$ cat config.mk
export PLATFORM = sky130hd
export DESIGN_NAME = register_file_flat
export DESIGN_NICKNAME = d
export VERILOG_FILES = /design/src/rtl/register_file_if.sv /design/src/rtl/register_file.sv /design/src/flat_wrapper.sv
export SDC_FILE = /design/constraint.sdc
export NUM_CORES = 2
export LEC_CHECK = 0
export BUFFER_PORTS_ARGS = -buffer_cell sky130_fd_sc_hd__buf_2
export CELL_PAD_IN_SITES_DETAIL_PLACEMENT = 1
export CELL_PAD_IN_SITES_GLOBAL_PLACEMENT = 2
export CORE_MARGIN = 4
export CORE_UTILIZATION = 48
export DETAILED_ROUTE_END_ITERATION = 8
export PLACE_DENSITY = 0.95
export SYNTH_ARGS = -nofsm -noshare
export SYNTH_HDL_FRONTEND = slang
export SYNTH_SLANG_ARGS = --single-unit
$ cat constraint.sdc
create_clock -name elk -period 4.4 [get_ports elk]
set_input_delay 0.44 -clock elk [delete_from_list [all_inputs] [get_ports elk]]
set_output_delay 0.44 -clock elk [all_outputs]
set_load 0.01 [all_outputs]
$ cat src/rtl/register_file_if.sv
// Write-port and read-port bundle for register_file.
// master: decode/writeback side driving addresses and write data; slave: the register file.
interface register_file_if #(
  parameter int unsigned DATA_W = 32,
  parameter int unsigned ADDR_W = 5
);
  logic              wr_en;
  logic [ADDR_W-1:0] wr_addr;
  logic [DATA_W-1:0] wr_data;
  logic [ADDR_W-1:0] rd_addrA;
  logic [ADDR_W-1:0] rd_addrB;
  logic [DATA_W-1:0] rd_dataA;
  logic [DATA_W-1:0] rd_dataB;

  modport master (
    output wr_en, wr_addr, wr_data, rd_addrA, rd_addrB,
    input  rd_dataA, rd_dataB
  );

  modport slave (
    input  wr_en, wr_addr, wr_data, rd_addrA, rd_addrB,
    output rd_dataA, rd_dataB
  );
endinterface

$ cat src/rtl/register_file.sv
// General-purpose register file: two combinational read ports, one synchronous write port.
// Optional REGFILE_R0_ZERO_EN hardwires entry 0 to zero.
module register_file #(
  parameter int unsigned DATA_W = 32,
  parameter int unsigned ADDR_W = 5
) (
  input  logic            elk,
  input  logic            nrst,
  register_file_if.slave  bus
);

  localparam int unsigned DEPTH = 1 << ADDR_W;

  logic [DATA_W-1:0] mem_q [DEPTH];
  logic [DATA_W-1:0] mem_d [DEPTH];

  // Per-entry address decode; an unknown enable or address never selects another entry.
  always_comb begin
    for (int unsigned i = 0; i < DEPTH; i++) begin
      mem_d[i] = mem_q[i];
    end
    if (bus.wr_en) begin
      for (int unsigned i = 0; i < DEPTH; i++) begin
        if (bus.wr_addr == ADDR_W'(i)) begin
          mem_d[i] = bus.wr_data;
        end
      end
    end
`ifdef REGFILE_R0_ZERO_EN
    mem_d[0] = '0;
`endif
  end

  // Reset clears every entry immediately and overrides a coincident write.
  always_ff @(posedge elk or negedge nrst) begin
    if (!nrst) begin
      for (int unsigned i = 0; i < DEPTH; i++) begin
        mem_q[i] <= '0;
      end
    end else begin
      mem_q <= mem_d;
    end
  end

  // No write bypass: reads see the stored value until the write edge.
  always_comb begin
`ifdef REGFILE_R0_ZERO_EN
    bus.rd_dataA = (bus.rd_addrA == '0) ? '0 : mem_q[bus.rd_addrA];
    bus.rd_dataB = (bus.rd_addrB == '0) ? '0 : mem_q[bus.rd_addrB];
`else
    bus.rd_dataA = mem_q[bus.rd_addrA];
    bus.rd_dataB = mem_q[bus.rd_addrB];
`endif
  end

endmodule

$ cat src/flat_wrapper.sv
// flat-port wrapper written by rule: the top's interface ports become plain ports
module register_file_flat 
#(
  parameter int unsigned DATA_W = 32,
  parameter int unsigned ADDR_W = 5
)
  (elk, nrst, bus_wr_en, bus_wr_addr, bus_wr_data, bus_rd_addrA, bus_rd_addrB, bus_rd_dataA, bus_rd_dataB);
  register_file_if #(.DATA_W(DATA_W), .ADDR_W(ADDR_W)) bus_i ();
  input  logic elk;
  input  logic nrst;
  input wire logic [$bits(bus_i.wr_en)-1:0] bus_wr_en;
  input wire logic [$bits(bus_i.wr_addr)-1:0] bus_wr_addr;
  input wire logic [$bits(bus_i.wr_data)-1:0] bus_wr_data;
  input wire logic [$bits(bus_i.rd_addrA)-1:0] bus_rd_addrA;
  input wire logic [$bits(bus_i.rd_addrB)-1:0] bus_rd_addrB;
  output wire logic [$bits(bus_i.rd_dataA)-1:0] bus_rd_dataA;
  output wire logic [$bits(bus_i.rd_dataB)-1:0] bus_rd_dataB;
  assign bus_i.wr_en = bus_wr_en;
  assign bus_i.wr_addr = bus_wr_addr;
  assign bus_i.wr_data = bus_wr_data;
  assign bus_i.rd_addrA = bus_rd_addrA;
  assign bus_i.rd_addrB = bus_rd_addrB;
  assign bus_rd_dataA = bus_i.rd_dataA;
  assign bus_rd_dataB = bus_i.rd_dataB;
  register_file #(.DATA_W(DATA_W), .ADDR_W(ADDR_W)) u_core (.elk(elk), .nrst(nrst), .bus(bus_i));
endmodule
==> results.yml <==
clock_tree:
  cts_tree: "yes"
  htreeDepth: 3
  worstSkewPairLatency_ns: 0.70
  cts_inserted_buffers: 111
  cts.path.max_buffers: 3
  cts.sink_count: 1024
  postCtsHoldBufs: 1
  cts_setup_buffers: 0
  ctsResizeCount: 0
  clk_pin_slew_worst_paths_ns: 0.06
  cts_root_buf: "clkbuf_16"
detailed_routing:
  num_vias: 40890
  first_pass_iters: 6
  viasPerCell: 6.662
  drtIter0Drc: 3817
  drc_errors: 0
  totalWireLength_um: 192300
  ant_nets: 0
  wl_per_cell_um: 31.33
timing:
  fin_ws_ns: 1.213
  min_period_ns: 3.187
  hold_violations: 0
  hold_ws_ns: 0.3679
  fin_tns_setup_ns: 0
  rsz0062_at_grt: "no"
  post-route-period-util_pct: 72.43
  slew_viol_final: 0
  setup_viol: 0
  fin_skew_ns: 0
  maxSlewHeadroom_pct: 18.30
  tightest_slew_ns: 1.221
  max_freq_mhz: 313.8
synthesis:
  synth-main-ff-cell: "dfrtp_1"
  synthCells: 4612
  synth_edf_count: 0
  syn_area_um2: 55710
  synth_fp_nets: 4662
  avgSynthCellArea_um2: 12.08
  ys_types: 30
  async_flop_share_pct: 100.0
  seq_area_frac_synth_pct: 46.00
  ys_seq_elements: 1024
  synth_warnings: 0
setup_path:
  criticalPathCategory: "in2out"
  endpoint_kind: "output port"
  reg2reg_from: "u_core.mem_q[869]"
  arrival_ns: 2.75
  crit_family: "buffers and inverters"
  worstRegToRegCells: 1
  slowest_delay_ns: 0.57
  path_cells: "buf_8 -> buf_4 -> mux2i_1 -> a22o_1 -> nor3_1 -> a31oi_1 -> nand3_1 -> buf_2"
  startpoint_type: "input port"
  path_buf_inv: 3
  worstPathMaxFanout: 61
  cp_slowest_cell: "buf_8"
  reg2reg_slack_ns: 3.55
  crit_required_ns: 3.96
  reg2reg_to: "u_core.mem_q[869]"
global_route:
  grt_pass1_vias: 44020
  overflow: 0
  grt_pass1_wl_um: 287800
  grt_usage_pct: 30.94
  antenna_found_initial: 6
  grt_max_degree: 107
place:
  io_buffers: 113
  place_inst: 5935
  pre_cts_slack_ns: 1.235
  place_area_um2: 58230
  dp_hpwl_um: 108500
  place_congestion: 0.8045
floorplanning:
  die_h_um: 348.7
  rows: 124
  coreArea_um2: 114800
  num_io_pins: 114
  die_w_um: 348.7
  start_util_pct: 48.52
  dieArea_um2: 121600
hold_path:
  hp-start: "bus_wr_data[26]"
  hp-class: "in2reg"
  hold_depth: 2
  min_to: "u_core.mem_q[410]"
cells_and_area:
  final_cell_area_um2: 61950
  syn_to_final_growth_pct: 11.20
  top_register: "u_core.mem_q"
  reg_top3: "u_core.mem_q (1024)"
  layoutNonFillerInstCount: 6138
  layout.nets: 4587
  postLayoutCoreUtil_pct: 53.96
  drive_gt1_share_pct: 32.27
  mostFrequentLayoutCells: "mux2i_1 (1024), dfrtp_1 (1024), mux2_2 (985)"
  largest_reg_flops: 1024
power:
  report.power.total_mw: 28.12
  p_leak_nw: 29.29
  power_density_nw_per_um2: 453.9
  vdd_ir_drop_max_uv: 340.9
job:
  drv_cap: 0
run_status:
  status: "finished clean"
-- synth_stat cells, types with 16 or more instances --
| library cell | n | share of area [%] |
|---|---|---|
| a21oi_1 | 192 | 1.7 |
| a22o_1 | 128 | 2.0 |
| a22oi_1 | 192 | 2.6 |
| a31oi_1 | 64 | 0.72 |
| buf_1 | 34 | 0.23 |
| buf_2 | 181 | 1.6 |
| clkbuf_1 | 232 | 1.6 |
| dfrtp_1 | 1024 | 46 |
| mux2_1 | 19 | 0.38 |
| mux2_2 | 985 | 20 |
| mux2_4 | 20 | 0.54 |
| mux2i_1 | 1024 | 18 |
| nand2_1 | 205 | 1.4 |
| nand3_1 | 194 | 1.7 |
| nor2_1 | 16 | 0.11 |
| nor3_1 | 68 | 0.61 |
-- final cells by class --
cell class | count | area, µm²
Clock inverter | 36 | 419.2
Clock buffer | 161 | 3277
Tap cell | 1512 | 1892
Multi-Input combinational cell | 3137 | 28360
Fill cell | 11490 | 52860
Timing Repair Buffer | 263 | 2362
Sequential cell | 1024 | 25620
Antenna cell | 5 | 12.51
-- worst max path at each step --
stage / start / depth (start not counted) / to
after floorplan: bus_rd_addrA[1] / 7 / bus_rd_dataA[10]
after global placement: bus_rd_addrB[1] / 8 / bus_rd_dataB[14]
after detailed placement: bus_wr_addr[1] / 6 / u_core.mem_q[299]
after CTS: bus_rd_addrB[1] / 8 / bus_rd_dataB[14]
after global routing: bus_rd_addrB[1] / 8 / bus_rd_dataB[14]
final: bus_rd_addrB[1] / 8 / bus_rd_dataB[14]
-- layer usage --
layer | vias up | share of wire [%] | global-route usage [%]
met4 | 2 | 4.3 | 12.97
met2 | 1691 | 46 | 48.95
met3 | 504 | 7.2 | 5.973
li1 | 16880 | - | -
met1 | 21810 | 42 | 41.91
met5 | - | 0.010 | 0
-- kinds of logic (layout without fill, tap and decap cells) --
logic type / after synthesis / in the layout / synth area share, %
multiplexers: 2048 / 2048 / 39.23
flip-flops: 1024 / 1024 / 46.00
AO/OA/AOI/OAI: 576 / 576 / 7.043
AND/OR/NAND/NOR: 513 / 513 / 4.242
buffers and inverters: 451 / 460 / 3.488
other: 0 / 5 / 0
-- power breakdown --
part | internal (mW) | total (mW) | switching (mW)
combinational | 2.86 | 5.65 | 2.79
clock | 5.56 | 9.61 | 4.06
sequential | 11.3 | 12.9 | 1.58
total | 19.7 | 28.1 | 8.43
No activity file was read; power rests on OpenSTA's default activity.
